`src/rtl/fifo_rr_scheduler_pkg.sv`:
```
// Shared constants, read-sequencer state codes and the round-robin pointer helper
// used by the fifo_rr_scheduler slice.
package fifo_rr_scheduler_pkg;

  localparam int FIFO_DATA_W = 8;
  localparam int FIFO_DEPTH  = 16;

  typedef enum logic {
    OUT_EMPTY = 1'b0,
    OUT_FULL  = 1'b1
  } out_state_t;

  // Pointer that follows grant g, wrapping at n (n is 2..4, so the sum never exceeds 4).
  function automatic logic [1:0] rr_next(input logic [1:0] g, input int n);
    logic [2:0] sum;
    sum = {1'b0, g} + 3'd1;
    if (int'(sum) >= n) begin
      rr_next = 2'd0;
    end else begin
      rr_next = sum[1:0];
    end
  endfunction

endpackage

```
`src/rtl/fifo_rr_scheduler_rr_arbiter.sv`:
```
// Purely combinational round-robin arbiter: the first requester at or after ptr
// (mod N_REQ) wins while en is high.
module rr_arbiter #(
  parameter int N_REQ = 2
) (
  input  logic [N_REQ-1:0] req,
  input  logic [1:0]       ptr,
  input  logic             en,
  output logic [N_REQ-1:0] gnt_onehot,
  output logic [1:0]       gnt_id,
  output logic             gnt_any
);

  localparam logic [2:0] N_LIM = 3'(N_REQ);

  logic [2*N_REQ-1:0] dbl_s;
  logic               hit_s;
  logic [1:0]         off_s;
  logic [2:0]         sum_s;
  logic [2:0]         idx_s;

  // Rotate the request vector so ptr sits at bit 0, then take the first set bit.
  always_comb begin
    dbl_s = {req, req} >> ptr;
    hit_s = 1'b0;
    off_s = 2'd0;
    for (int k = 0; k < N_REQ; k++) begin
      if (!hit_s && dbl_s[k]) begin
        hit_s = 1'b1;
        off_s = 2'(k);
      end else begin
        hit_s = hit_s;
      end
    end
    sum_s = {1'b0, ptr} + {1'b0, off_s};
    if (sum_s >= N_LIM) begin
      idx_s = sum_s - N_LIM;
    end else begin
      idx_s = sum_s;
    end
  end

  assign gnt_any = en & hit_s;
  assign gnt_id  = gnt_any ? idx_s[1:0] : 2'd0;

  // Expand the winning index into the one-hot accept vector.
  always_comb begin
    gnt_onehot = '0;
    for (int j = 0; j < N_REQ; j++) begin
      gnt_onehot[j] = gnt_any && (gnt_id == 2'(j));
    end
  end

endmodule

```
`src/rtl/fifo_rr_scheduler.sv`:
```
// Round-robin write arbitration of N_REQ byte producers into a 16x8 fifo, plus a
// two-state read sequencer that drains the fifo into a registered valid/ready stage.
module fifo_rr_scheduler #(
  parameter int N_REQ  = 2,
  parameter int DATA_W = 8,
  parameter int CNT_W  = 16
) (
  input  logic                    clk,
  input  logic                    rst_n,
  input  logic                    en,
  input  logic [N_REQ-1:0]        req_valid,
  input  logic [N_REQ*DATA_W-1:0] req_data,
  output logic [N_REQ-1:0]        req_ready,
  output logic                    fifo_wr,
  output logic [DATA_W-1:0]       fifo_wdata,
  input  logic                    fifo_full,
  output logic                    fifo_rd,
  input  logic [DATA_W-1:0]       fifo_rdata,
  input  logic                    fifo_empty,
  output logic                    out_valid,
  output logic [DATA_W-1:0]       out_data,
  input  logic                    out_ready,
  output logic [1:0]              grant_id,
  output logic [CNT_W-1:0]        wr_count,
  output logic [CNT_W-1:0]        rd_count
);

  import fifo_rr_scheduler_pkg::*;

  logic [1:0]       rr_ptr_r;
  logic [N_REQ-1:0] gnt_onehot_s;
  logic [1:0]       gnt_id_s;
  logic             gnt_any_s;
  logic             arb_en_s;
  out_state_t       state_r;
  out_state_t       state_nx_s;
  logic             rd_s;
  logic             acc_s;

  // Gating with rst_n keeps the accept strobes low for the whole reset window.
  assign arb_en_s = en & ~fifo_full & rst_n;

  rr_arbiter #(.N_REQ(N_REQ)) u_arb (
    .req        (req_valid),
    .ptr        (rr_ptr_r),
    .en         (arb_en_s),
    .gnt_onehot (gnt_onehot_s),
    .gnt_id     (gnt_id_s),
    .gnt_any    (gnt_any_s)
  );

  assign req_ready = gnt_onehot_s;
  assign fifo_wr   = gnt_any_s;
  assign grant_id  = gnt_id_s;
  assign out_valid = (state_r == OUT_FULL);
  assign fifo_rd   = rd_s;

  // Route the granted producer's byte onto the fifo write data.
  always_comb begin
    fifo_wdata = '0;
    for (int i = 0; i < N_REQ; i++) begin
      if (gnt_onehot_s[i]) begin
        fifo_wdata = req_data[i*DATA_W +: DATA_W];
      end else begin
        fifo_wdata = fifo_wdata;
      end
    end
  end

  // Read sequencer next state; a pop always coincides with a load of out_data.
  always_comb begin
    state_nx_s = state_r;
    rd_s       = 1'b0;
    acc_s      = 1'b0;
    case (state_r)
      OUT_EMPTY: begin
        if (rst_n && !fifo_empty) begin
          rd_s       = 1'b1;
          state_nx_s = OUT_FULL;
        end else begin
          state_nx_s = OUT_EMPTY;
        end
      end
      OUT_FULL: begin
        if (out_ready) begin
          acc_s = 1'b1;
          if (!fifo_empty) begin
            rd_s       = 1'b1;
            state_nx_s = OUT_FULL;
          end else begin
            state_nx_s = OUT_EMPTY;
          end
        end else begin
          state_nx_s = OUT_FULL;
        end
      end
      default: begin
        state_nx_s = OUT_EMPTY;
      end
    endcase
  end

  // Sequencer state, output byte register, rr pointer and transfer counters.
  always_ff @(posedge clk or negedge rst_n) begin
    if (!rst_n) begin
      state_r  <= OUT_EMPTY;
      out_data <= '0;
      rr_ptr_r <= 2'd0;
      wr_count <= '0;
      rd_count <= '0;
    end else begin
      state_r <= state_nx_s;
      if (rd_s) begin
        out_data <= fifo_rdata;
      end
      if (gnt_any_s) begin
        rr_ptr_r <= rr_next(gnt_id_s, N_REQ);
        wr_count <= wr_count + {{(CNT_W-1){1'b0}}, 1'b1};
      end
      if (acc_s) begin
        rd_count <= rd_count + {{(CNT_W-1){1'b0}}, 1'b1};
      end
    end
  end

endmodule

```
`config.mk`:
```
export PLATFORM = sky130hd
export DESIGN_NAME = fifo_rr_scheduler
export DESIGN_NICKNAME = d
export VERILOG_FILES = /design/src/rtl/fifo_rr_scheduler_pkg.sv /design/src/rtl/fifo_rr_scheduler_rr_arbiter.sv /design/src/rtl/fifo_rr_scheduler.sv
export SDC_FILE = /design/constraint.sdc
export NUM_CORES = 1
export LEC_CHECK = 0
export ABC_AREA = 0
export CORE_MARGIN = 2
export CORE_UTILIZATION = 30
export DETAILED_ROUTE_END_ITERATION = 8
export PLACE_DENSITY = 0.64
export SETUP_SLACK_MARGIN = 0.02
export SLEW_MARGIN = 20
export SYNTH_ARGS = -nofsm -noshare
export SYNTH_HDL_FRONTEND = slang
export SYNTH_SLANG_ARGS = --single-unit
```
`constraint.sdc`:
```
create_clock -name clk -period 7.35 [get_ports clk]
set_input_delay 1.8375 -clock clk [delete_from_list [all_inputs] [get_ports clk]]
set_output_delay 1.8375 -clock clk [all_outputs]
set_load 0.02 [all_outputs]
```
# Word level (Yosys, flattened, before mapping)
# Index checks and enable logic that the tools add are counted.
totals:
  register_bits: 43
  out_inout_bits: 55
classes:
  addsub: 5
  n_lt_le_gt_ge: 2
  eq_ne: 1
  shift: 1
  mux: 16
  bitwise_logic: 5
  reduce_logical: 7
op_table:
  columns: ["operator", "n"]
  rows:
  - ["16-bit by 1-bit adder with 16-bit output (second input constant)", 2]
  - ["8-bit two-way mux", 2]
  - ["1-bit two-way mux", 9]
  - ["3-bit by 2-bit >= comparator with 1-bit output (second input constant)", 2]
  - ["2-bit two-way mux", 3]
  - ["1-bit logical AND", 4]
  - ["1-bit one-hot mux with 2 select lines", 2]
  - ["4-bit by 2-bit right shift with 2-bit output", 1]
  - ["2-bit by 1-bit adder with 3-bit output", 1]
  - ["2-bit by 1-bit adder with 3-bit output (second input constant)", 1]
  - ["1-bit AND", 3]
  - ["2-bit by 1-bit equality test with 1-bit output (second input constant)", 1]
  - ["1-bit logical NOT", 2]
  - ["2-bit logical NOT", 1]
  - ["1-bit NOT", 2]
  - ["2-bit subtractor (second input constant)", 1]

# Depth between registers and ports, before layout
# Gate-level depths: netlist of run 1.
logic_depth:
  ltp_word: 13
  mapped_depth: 15
  mapped_depth_nobuf: 13

# Cells and area by module
# A second synthesis of run 1 with hierarchy kept.
hier_totals:
  cells_unflattened: 175
  area_unflattened_um2: 2064.5
modules_own_cells:
  columns: ["mod", "n_inst", "cells_per_inst", "area_per_inst_um2", "seq_area_each_um2"]
  rows:
  - ["fifo_rr_scheduler", 1, 161, 1944.4, 1076.0]
  - ["rr_arbiter", 1, 14, 120.1, 0.0]

# Least setup slack after synthesis of run 1
# Ideal clock, no wire load.
synth_path:
  path_kind: "input-to-output"
  startpoint: "input port req_valid[1]"
  endpoint: "output port fifo_wdata[0]"
  t_arrival_ns: 3.906
  t_required_ns: 5.512
  setup_slack_ns: 1.607
  cell_stages: 14
  path_buffers: 2
  cell_sequence: "nand4b_1 -> o21ai_0 -> ha_1 -> inv_1 -> ha_1 -> o211ai_1 -> o21ai_0 -> nand2_1 -> ha_1 -> buf_1 -> nor2b_1 -> clkbuf_1 -> a22oi_1 -> nor2_1"
synth_between:
  elab_chain_cells: 13
  elab_cells_between_ends: 18
  cone_classes: "2 x add/sub; 1 x order compare; 1 x eq/ne; 1 x shift; 7 x mux; 1 x bitwise; 5 x reduce/logical"
synth_lines:
  columns: ["element", "line", "source"]
  rows:
  - ["start, declared", "fifo_rr_scheduler.sv:11", "input logic [N_REQ-1:0] req_valid,"]
  - ["4-bit by 2-bit right shift with 2-bit output (*)", "fifo_rr_scheduler_rr_arbiter.sv:24", "dbl_s = {req, req} >> ptr;"]
  - ["1-bit two-way mux", "fifo_rr_scheduler_rr_arbiter.sv:28", "if (!hit_s && dbl_s[k]) begin"]
  - ["1-bit logical NOT", "fifo_rr_scheduler_rr_arbiter.sv:28", null]
  - ["1-bit logical AND", "fifo_rr_scheduler_rr_arbiter.sv:28", null]
  - ["1-bit two-way mux", "fifo_rr_scheduler_rr_arbiter.sv:28", null]
  - ["2-bit by 1-bit adder with 3-bit output", "fifo_rr_scheduler_rr_arbiter.sv:35", "sum_s = {1'b0, ptr} + {1'b0, off_s};"]
  - ["3-bit by 2-bit >= comparator with 1-bit output / 2-bit subtractor (equally long branches)", "fifo_rr_scheduler_rr_arbiter.sv:36, fifo_rr_scheduler_rr_arbiter.sv:37", null]
  - ["2-bit two-way mux", "fifo_rr_scheduler_rr_arbiter.sv:36", "if (sum_s >= N_LIM) begin"]
  - ["2-bit two-way mux", "fifo_rr_scheduler_rr_arbiter.sv:44", "assign gnt_id = gnt_any ? idx_s[1:0] : 2'd0;"]
  - ["2-bit logical NOT", "fifo_rr_scheduler_rr_arbiter.sv:50", "gnt_onehot[j] = gnt_any && (gnt_id == 2'(j));"]
  - ["1-bit logical AND", "fifo_rr_scheduler_rr_arbiter.sv:50", null]
  - ["8-bit two-way mux", "fifo_rr_scheduler.sv:62", "if (gnt_onehot_s[i]) begin"]
  - ["8-bit two-way mux (*)", "fifo_rr_scheduler.sv:62", null]
  - ["end, declared", "fifo_rr_scheduler.sv:15", "output logic [DATA_W-1:0] fifo_wdata,"]
# Mark *: on every way between the ends. The rest lies on a longest branch, timed or not.

# Worst setup path in the final report of run 1
layout_path:
  startpoint: "input port req_valid[1]"
  endpoint: "output port fifo_wdata[1]"
# The elaborated chain is that of the path after synthesis.

==> impl.org, run 1 <==
** Run status
- The run finished with clean final reports.

** Logic synthesis
- Summed over all instances, the cell type with the most area after synthesis is dfrtp_1.
- Cell count after synthesis :: 196
- Number of warning messages in the yosys log :: 0
- Count of different cell masters after synthesis :: 35
- Cells taking the most area after synthesis :: dfrtp_1 (50%), xnor2_1 (7.7%), mux2_2 (4.7%)
- Post-synthesis net count :: 236
- The synthesized design devotes to its leading area cell type 49.9% of total area.
- Fraction of registers with async set/reset :: 100%
- Fraction of the yosys area taken by sequential cells :: 49.9%
- Synth Cell Area :: 0.00216 mm2
- Synth Register Bits :: 43
- Number of synthesized flops with an enable pin :: 0
- Mean Syn Cell Area :: 11.0 um2
- Most used flip-flop cell after synthesis :: dfrtp_1

** Setup path
- The largest individual stage delay along the critical path comes from the cell clkdlybuf4s50_1.
- For the worst setup path, the data required time is 5.51 ns.
- For this run, the slowest stage of the critical path takes 0.62 ns.
- The critical path goes through clkdlybuf4s50_1, nand2b_1, o21ai_0, ha_1, inv_1, ha_1, o211ai_1, o21ai_0, nand2_1, ha_1, nor2b_2, a22oi_1, nor2_1, clkdlybuf4s50_1.
- Counting both buffers and inverters, the worst setup path holds a total of 3.
- The critical path is of the in2out type.
- Largest delay contributor family on the critical path :: buffers and inverters
- Worst Setup End Kind :: output port
- In this run the worst path has a maximum fanout of 10.
- Data on the critical path arrives at its endpoint at 5.00 ns.
- Type of origin of the critical path :: input pin
- Counting stages on the worst path, the most repeated cell is ha_1.

** Timing
- Based on the critical path, the design can be clocked at up to 146 MHz.
- RSZ-0062 raised after global routing :: no
- At the pin with the least slew margin, the transition time is 0.600 ns.
- Finish-stage setup viols :: 0
- Post-Route Skew :: 0.00589 ns
- The number of failing hold endpoints at the final stage came to 0.
- The worst path uses 93.0% of the clock period.
- The total count of max-transition violations in the final report was 0.
- Total Neg Setup Slack :: 0 ns
- Headroom to the max-slew limit came out at 60.0%.
- Minimum period implied by the final worst setup slack :: 6.83 ns

** Power and ir drop
- Across the VDD grid, the largest voltage drop is 0.139 mV.
- The design draws 777 uW.
- P_leak :: 1.42 nW
- Ratio of total power to cell area :: 239 mW/mm2

** CTS
- TritonCTS built the clock tree.
- Buffer count from post-CTS setup fixing :: 0
- After clock tree synthesis, the clock-pin slew on the worst setup and hold paths is 0.08 ns.
- In this run, post-CTS hold repair placed 0 buffers.
- The H-tree generated during clock tree synthesis spans 2 levels.
- Counting every sink on the clock net gives 43.
- The clock reaches the later pin of the worst-skew pair after 0.28 ns.
- TritonCTS created 5 clock buffers.
- Root buffer cell :: clkbuf_8
- CTS Buffer Depth :: 2

** GRT
- Global routing finished with a remaining overflow of 0.
- Global routing consumed, over all layers together, 12.3% of the routing resources.
- The via count of the first global-routing pass came to 1784.
- Global-route wire length before repair :: 7850 um
- Number of antenna violations at the first check in global routing :: 0
- Entering global routing, the biggest net connects 46 pins.

** Floorplan
- From bottom edge to top edge, the die measures 88.8 um.
- Core region area :: 0.00687 mm2
- Row generation in the floorplan step produced 30 rows.
- Once the floorplan was initialized, standard cells occupied 31.4% of the core.
- The die is 88.8 um wide.
- Number of top-level design ports :: 87
- Total die area :: 0.00788 mm2

** Placement
- Number of buffer cells added on primary ports :: 86
- Final weighted congestion in routability-driven placement :: 0.732
- Once detailed placement completed, the half-perimeter wirelength came to 3580 um.

** Run
- The tool flagged a number of max-cap violations equal to 0.

** Layout
- For this run, the post-layout net count is 326.
- The library cell used most frequently in the layout, excluding fill and tap cells, is clkdlybuf4s50_1.
- Layout area overhead :: 51.1%
- Antenna diode count :: 0
- At the end of the flow the core is filled with cells to 47.4%.
- Commonest non-fill, non-tap cells in the layout :: clkdlybuf4s50_1 (85), dfrtp_1 (43), nand2_1 (22)
- Cells with a size suffix above 1 make up 10.5% of the layout.

** Routing
- Dividing the detail-routed via count by the number of cells gives 4.50.
- Number of DRC markers after the initial detailed-route iteration :: 59
- Average wire per cell in the routed design :: 12.2 um
- DR vias :: 1722
- Count of TritonRoute iterations in the first routing pass :: 6
- In this run the remaining antenna-violating nets after routing total 0.
- Total wire length :: 4690 um
- DRC :: 0

** Worst hold path
- Worst Hold Class :: reg2reg
==> registers in the layout (all words and copies together), names as in the netlist <==
name	cells
wr_count	16
out_data	8
rr_ptr_r	2
rd_count	16
out_valid	1
==> cell usage after synthesis (all sizes together), types with 2 or more instances <==
cell type and number:
nand3 8, xnor2 19, nor4 2, and4 2, nor3 6, o21ai 4, and3 3, a22oi 8
o211ai 2, nor2 15, ha 8, xor2 11, nand2 22, buf 3, mux2 9, and2 3
dfrtp 43, nand4 8, inv 10
==> final timing paths <==
path,slack [ns],cells after the start,start,to
max,0.52,14,req_valid[1],fifo_wdata[1]
min,0.47,1,rd_count[15],rd_count[15]
max reg2reg,5.20,11,rr_ptr_r[0],rr_ptr_r[1]
min reg2reg,0.47,1,rd_count[15],rd_count[15]
max in group asynchronous,5.27,2,rst_n,wr_count[7]
min in group asynchronous,1.68,2,rst_n,rd_count[8]
==> power by group <==
group          leakage [nW]  internal, mW  switching [mW]
sequential            0.551         0.276          0.0467
clock                0.0654         0.136          0.0757
combinational         0.800         0.127           0.115
total                  1.42         0.539           0.238
==> worst register-to-register path, cell delays in order, from the launching register on <==
cell,delay [ns]
dfrtp_1,0.43
nand2b_1,0.16
o21ai_0,0.16
ha_1,0.19
inv_1,0.05
ha_1,0.28
o211ai_1,0.09
o21ai_0,0.08
nand2_1,0.13
ha_1,0.30
nand3_1,0.08
o21ai_0,0.09
==> final cells by class <==
| class | count | area (um2) |
|---|---|---|
| Clock buffer | 6 | 72.6 |
| Clock inverter | 2 | 60.1 |
| Fill cell | 656 | 3610 |
| Inverter | 10 | 37.5 |
| Multi-Input combinational cell | 139 | 1030 |
| Sequential cell | 43 | 1080 |
| Tap cell | 96 | 120 |
| Timing Repair Buffer | 87 | 863 |
==> metrics by stage <==
stage,hold WS [ns],setup WS (ns),std cells,area [um2]
2_1_floorplan,0.522,1.61,196,2160
3_3_place_gp,0.463,0.390,375,3120
3_5_place_dp,0.469,0.352,375,3120
4_1_cts,0.481,0.321,383,3250
5_1_grt,0.505,0.217,383,3260
6_report,0.472,0.515,383,3260
==> logic make-up (layout without fill, tap and decap cells) <==
| kind of cell | Yosys count | count (layout) | synth area share (%) |
|---|---|---|---|
| AO/OA/AOI/OAI | 17 | 17 | 6.79 |
| adder cells (fa/ha/maj) | 8 | 8 | 4.64 |
| AND/OR/NAND/NOR | 75 | 75 | 19.2 |
| XOR/XNOR | 30 | 30 | 12.2 |
| multiplexers | 9 | 9 | 4.70 |
| buffers and inverters | 14 | 105 | 2.55 |
| flip-flops | 43 | 43 | 49.9 |
==> routing by layer <==
metal	routed length (um)	share of wire [%]	track usage (%)
met3	291	6.2	3.64
met5	0	0	0
met1	2130	45	15.6
met2	2240	48	20.6
met4	32	0.68	3.31
==> repair_timing <==
action                     in CTS  in global routing
setup endpoints to repair       0                  1
resized for setup               0                  1
hold endpoints to repair        0                  0
Power figures use the tool's default switching activity.
==> inputs of run 2 (changes only) <==
Settings changed: CORE_ASPECT_RATIO from default to 1.75.
==> run 2 against run 1 <==
- cell count shrank 3.1%
- clock-buffer cell count grew 1
- worst setup slack gained 0.0065 ns
- combinational power is essentially flat
- non-clock buffer count is the same
- register-to-register slack is essentially flat
- clock power grew 10%
- clock skew is essentially flat
- via count grew 1.5%
- largest power group unchanged
==> impl.org, run 2 (synthesis results as in run 1) <==
** Routing
- For this run, design rule violations remaining after detail routing come to 0.
- The detail route stage leaves a number of antenna-violating nets equal to 0.
- DR vias :: 1748
- Dividing the detail-routed via count by the number of cells gives 4.71.
- Number of DRC markers after the initial detailed-route iteration :: 51
- Summed over all layers, the routed wires come to 4920 um.
- Average wire per cell in the routed design :: 13.2 um
- Count of TritonRoute iterations in the first routing pass :: 4

** GRT
- Largest net degree at the start of global routing :: 46
- For this run, the total global-route usage over all layers was measured as 13.4%.
- Global routing finished with a remaining overflow of 0.
- Number of global-route vias before repair :: 1775
- The number of antenna violations at the first check in global routing was 0.
- The first global-routing pass estimated 8140 um of wire.

** Timing
- Post-Route Skew :: 0.00609 ns
- In this run the tightest slew margin relative to its limit is 60.6%.
- At the pin with the least slew margin, the transition time is 0.591 ns.
- Period Utilization, post-route :: 92.9%
- Adding up every negative setup slack in the final design gives 0 ns.
- Number of max-slew violations in the final report :: 0
- RSZ-0062 raised after global routing :: no
- Finish-stage setup viols :: 0
- Max Freq :: 146 MHz
- The number of failing hold endpoints at the final stage was 0.
- Setup WS post-layout :: 0.522 ns
- The smallest clock period supported by the final layout is computed as 6.83 ns.

** Setup path
- FF-to-FF End :: rr_ptr_r[1]
- Delay of the slowest cell on the worst path :: 0.62 ns
- In this run the worst path has a maximum fanout of 10.
- The worst register-to-register path has a depth of 11.
- In this design, the largest share of critical-path delay is due to buffers and inverters.
- The critical path starts at req_valid[1].
- In this run the critical register-to-register path is launched from rr_ptr_r[0].
- Worst reg2reg setup slack :: 5.20 ns
- Kind of critical path :: in2out
- Arrival time reported for the critical path endpoint :: 4.99 ns
- Worst Setup End Kind :: output port
- The worst setup path is launched from an input pin.
- The critical path contains buffers and inverters numbering 3 combined.
- For the worst setup path, the data required time is 5.51 ns.
- Among the stages of the critical path, the cell type that occurs most often is ha_1.
- CP max-delay cell :: clkdlybuf4s50_1
- Traced cell by cell, the critical path runs through clkdlybuf4s50_1, nand2b_1, o21ai_0, ha_1, inv_1, ha_1, o211ai_1, o21ai_0, nand2_1, ha_1, nor2b_2, a22oi_1, nor2_1, clkdlybuf4s50_1.

** Floorplan
- Core region area :: 0.00691 mm2
- From bottom edge to top edge, the die measures 116 um.
- Die width :: 68.1 um
- For this configuration, the core starts out at a cell density of 31.2%.
- The initialized floorplan defines 40 standard-cell rows.
- The floorplan step defined a die boundary enclosing 0.00791 mm2.
- During I/O placement, the number of pins put on the boundary was 87.

** CTS
- Number of H-tree levels :: 2
- CTS Buffer Depth :: 2
- Post-CTS timing repair inserted 0 buffers for setup.
- For the worst-skew pair, the clock arrives at the later sink with an insertion delay of 0.28 ns.
- TritonCTS built the clock tree.
- Total of cells resized after clock tree synthesis :: 0
- Hold repair after CTS inserted 0 buffers.
- Number of clock buffers inserted by TritonCTS :: 5
- Sinks on the clock net :: 43
- Root buffer cell :: clkbuf_16
- Reg clk slew, reported paths :: 0.06 ns

** Layout
- Antenna diode count :: 0
- Leaving out fill and tap cells, the most frequent cell in the layout is clkdlybuf4s50_1.
- In the final layout, the registers with the most flip-flops are rd_count (16), wr_count (16), out_data (8).
- Non-filler instance count after layout :: 371
- In the final layout, the share of cells above drive strength 1 is 10.8%.
- In the final design database the tool counted 326 nets.
- Counting the fill cells in the layout gives 668.
- Layout area overhead :: 51.7%
- Commonest non-fill, non-tap cells in the layout :: clkdlybuf4s50_1 (85), dfrtp_1 (43), nand2_1 (22)

** Power and ir drop
- Across the VDD grid, the largest voltage drop is 0.106 mV.
- P_leak :: 1.43 nW
- In this run the power density over the cells is 245 mW/mm2.

** Run status
- The flow ran to the end, and the final reports show no timing, DRC or antenna violations.

** Worst hold path
- In this run the most critical hold path is launched from wr_count[15].
- Depth of the worst hold-timing path :: 1
- Worst Hold Class :: reg2reg
- Hold path endpoint :: wr_count[15]

** Placement
- Input and output buffers added on the ports amount to 86.
- The wire-length estimate of the detail-placed layout is 3790 um.
- At the placement stage, the worst setup path has a slack of 0.350 ns.
- At the end of routability-driven placement, the weighted congestion stood at 0.757.
- Cells after DPL :: 363

** Run
- Max-cap violations :: 0
-- run 2: cell types whose count changed in the layout (fill, tap and decap cells not counted), sizes merged --
cell / before / now
bufinv: 2 / 0
clkbuf: 6 / 7
clkinvlp: 0 / 1
-- run 2: worst max-delay path by stage --
stage | depth (start not counted) | to
6_report | 14 | fifo_wdata[6]
5_1_grt | 14 | fifo_wdata[6]
4_1_cts | 13 | fifo_wdata[6]
3_5_place_dp | 13 | fifo_wdata[6]
3_3_place_gp | 13 | fifo_wdata[6]
2_1_floorplan | 14 | fifo_wdata[0]
-- run 2: layout make-up --
type	count	area (um2)	area share (%)
Clock buffer	7	153	4.67
Clock inverter	1	7.51	0.230
Timing Repair Buffer	87	863	26.4
Multi-Input combinational cell	139	1030	31.4
Sequential cell	43	1080	32.9
Tap cell	84	105	3.21
Inverter	10	37.5	1.15
-- run 2: per-stage QoR --
step	power (mW)	cell area [um2]	hold WS [ns]	util (%)
floorplan	0.446	2160	0.522	-
global placement	0.569	3110	0.456	45.0
detailed placement	0.574	3110	0.465	45.0
CTS	0.812	3270	0.477	47.3
global route	0.848	3270	0.496	47.3
finish	0.800	3270	0.469	47.3
-- run 2: layer usage --
| metal | routed length [um] | global-route usage [%] | vias up | part of all wire [%] |
|---|---|---|---|---|
| li1 | - | - | 849 | - |
| met1 | 1910 | 15.3 | 832 | 39 |
| met2 | 2650 | 24.1 | 62 | 54 |
| met3 | 297 | 2.89 | 5 | 6.0 |
| met4 | 59 | 4.40 | 0 | 1.2 |
| met5 | 0 | 0 | - | 0 |
-- run 2: report_power, final --
part	leakage (nW)	total (mW)	switching, mW	internal, mW
clock network	0.0761	0.233	0.0884	0.144
logic	0.800	0.244	0.116	0.128
registers	0.551	0.323	0.0464	0.277
total	1.43	0.800	0.251	0.549
==> inputs of run 3 (changes only) <==
Settings changed: CORE_MARGIN 2 to default.
==> run 3 against run 2 <==
- total power increased by 3.0%
- sequential cell count is the same
- clock skew shrank 0.0031 ns
- global-route usage rose by 1.5 points
- wire length is 3.7% higher
- core utilization is 0.42 points higher
==> impl.org, run 3 (synthesis results as in run 1) <==
** Run
- Max-cap violations in this run came to 0.

** Setup path
- Worst Setup End Kind :: output port
- Kind of critical path :: in2out
- Path length in cells of the critical path :: 14
- Among cell families on the critical path, the largest total delay comes from buffers and inverters.
- Cell-by-cell listing of the critical path :: clkdlybuf4s50_1, nand4b_1, o21ai_0, ha_1, inv_1, ha_1, o211ai_1, o21ai_0, nand2_1, ha_1, nor2b_2, a22oi_1, nor2_1, clkdlybuf4s50_1
- Critical path required time :: 5.51 ns
- The critical path contains buffers and inverters numbering 3 combined.
- Arrival time reported for the critical path endpoint :: 4.94 ns
- Delay of the slowest cell on the worst path :: 0.61 ns
- In this run the register-to-register setup slack is 5.21 ns.
- The worst setup path is launched from an input pin.
- The endpoint identified for the worst register-to-register timing path is rr_ptr_r[1].
- Number of cells traversed by the worst register-to-register path :: 11
- Counting stages on the worst path, the most repeated cell is ha_1.
- CP max-delay cell :: clkdlybuf4s50_1
- Of all nets on the critical path, the largest fanout is 10.
- Source of the worst register-to-register timing path :: rr_ptr_r[0]

** CTS
- The number of setup buffers added after CTS is 0.
- After clock tree synthesis, the repair step resized 0 gates.
- The number of hold buffers added after CTS was 0.
- Sinks on the clock net :: 43
- Clock-pin slew was measured on the worst setup and hold paths at 0.06 ns.
- Number of H-tree levels :: 2
- Counting the buffers created by CTS gives 5.
- TritonCTS built the clock tree.
- Clock Latency Late Sink :: 0.29 ns
- Root buffer cell :: clkbuf_16
- CTS Buffer Depth :: 2

** Timing
- Derived from the worst setup path, the maximum achievable clock frequency is 148 MHz.
- The number of failing hold endpoints at the final stage came to 0.
- Subtracting the final worst setup slack from the clock period gives 6.78 ns.
- Setup repair after global routing left no endpoint under its margin.
- Total Neg Setup Slack :: 0 ns
- Across all hold checks on the routed design, the worst slack comes to 0.473 ns.
- Finish-stage setup viols :: 0
- Across the routed clock network, the largest skew measured is 0.00299 ns.
- Least-Margin Pin Slew :: 0.566 ns
- Headroom to the max-slew limit :: 62.3%
- The final critical path takes up 92.2% of the cycle.
- Number of max-slew violations in the final report :: 0

** Routing
- Before antenna repair, the detailed router went through 4 iterations.
- Number of antenna-violating nets in the routed design :: 0
- After detailed routing, the met3 layer carries 386 um of wire.
- Length of routed met2 wiring :: 2650 um
- Total wire length :: 5100 um
- Per-cell via count in the routed design :: 4.83
- Max layer used :: met4
- Number of DRC markers after the initial detailed-route iteration :: 113
- The detailed router put a total of 1900 um of wire on met1.
- Summing over every cut layer, the via total after detailed routing is 1803.
- In the final routed layout, each cell accounts on average for 13.7 um.
- DRC :: 0

** Layout
- Summing all flip-flop and latch instances after layout gives 0.00108 mm2.
- Layout cell share with drive strength beyond 1 :: 11.4%
- Fill cells in the final layout number 671.
- Layout area overhead :: 53.0%
- The top cell types in the final layout, fill and taps aside, are clkdlybuf4s50_1 (85), dfrtp_1 (43), nand2_1 (22).
- Antenna diode count :: 0
- Leading cell type in the layout, fill and taps excluded :: clkdlybuf4s50_1
- In the final layout, the registers with the most flip-flops are rd_count (16), wr_count (16), out_data (8).
- In the final design database the tool counted 328 nets.
- In the final layout, the multi-input gates occupy 0.00103 mm2.

** Worst hold path
- Worst Hold Class :: reg2reg
- Depth of the worst hold-timing path :: 1
- The path with the worst hold slack has its endpoint at wr_count[15].
- Worst min-delay path startpoint :: wr_count[15]

** Placement
- After legalization and detailed placement, the total HPWL measured 3870 um.
- At the end of routability-driven placement, the weighted congestion stood at 0.800.
- Number of buffer cells added on primary ports :: 86

** Run status
- The run finished with clean final reports.

** Power and ir drop
- IR analysis of the VDD net gives a maximum drop of 0.0949 mV.
- Ratio of total power to cell area :: 250 mW/mm2
- P_leak :: 1.45 nW

** GRT
- The total overflow left after global routing is 0.
- GR Util All Layers :: 14.9%
- Global-route wire length before repair :: 8470 um
- Number of global-route vias before repair :: 1864
- Entering global routing, the biggest net connects 46 pins.
- Number of antenna violations at the first check in global routing :: 0

** Floorplan
- Number of top-level design ports :: 87
- The floorplan has 40 rows.
- For this configuration, the core starts out at a cell density of 31.2%.
- Die width :: 66.1 um
- Die boundary height :: 114 um
- The core region is 0.00691 mm2.
- The floorplan step defined a die boundary enclosing 0.00754 mm2.
[run 3: cell count changes in the layout (fill, tap and decap cells not counted), sizes merged]
cell	before	now
clkinv	0	1
bufinv	0	1
clkinvlp	1	0
clkbuf	7	6
buf	2	4
[run 3: per-layer routing]
layer,vias to the layer above,GRT usage [%]
met5,-,0
met4,0,8.51
met3,12,4.08
met2,83,26.5
met1,853,15.1
li1,855,-
[run 3: area by class of cell]
class | count | share of cell area [%]
Inverter | 10 | 1.14
Multi-Input combinational cell | 139 | 31.1
Sequential cell | 43 | 32.6
Clock inverter | 2 | 1.06
Timing Repair Buffer | 89 | 26.6
Tap cell | 84 | 3.19
Clock buffer | 6 | 4.21
[run 3: worst max-delay path by stage]
| stage | start | to | slack [ns] |
|---|---|---|---|
| 6_report | req_valid[1] | fifo_wdata[6] | 0.57 |
| 5_1_grt | req_valid[1] | fifo_wdata[6] | 0.21 |
| 4_1_cts | req_valid[1] | fifo_wdata[2] | 0.41 |
| 3_5_place_dp | req_valid[1] | fifo_wdata[2] | 0.42 |
| 3_3_place_gp | req_valid[1] | fifo_wdata[2] | 0.47 |
| 2_1_floorplan | req_valid[1] | fifo_wdata[0] | 1.61 |
[run 3: per-stage QoR]
step           area, um2  power, mW  setup slack [ns]  util (%)  instances
2_1_floorplan       2160      0.446              1.61         -        196
3_3_place_gp        3120      0.568             0.473      45.2        365
3_5_place_dp        3120      0.572             0.419      45.2        365
4_1_cts             3300      0.836             0.412      47.7        373
5_1_grt             3300      0.867             0.210      47.8        373
6_report            3300      0.824             0.574      47.8        373
[run 3: where the power goes]
| part | switching (mW) | leakage, nW | internal [mW] |
|---|---|---|---|
| clock | 0.0902 | 0.0868 | 0.169 |
| combinational | 0.115 | 0.810 | 0.127 |
| sequential | 0.0453 | 0.551 | 0.277 |
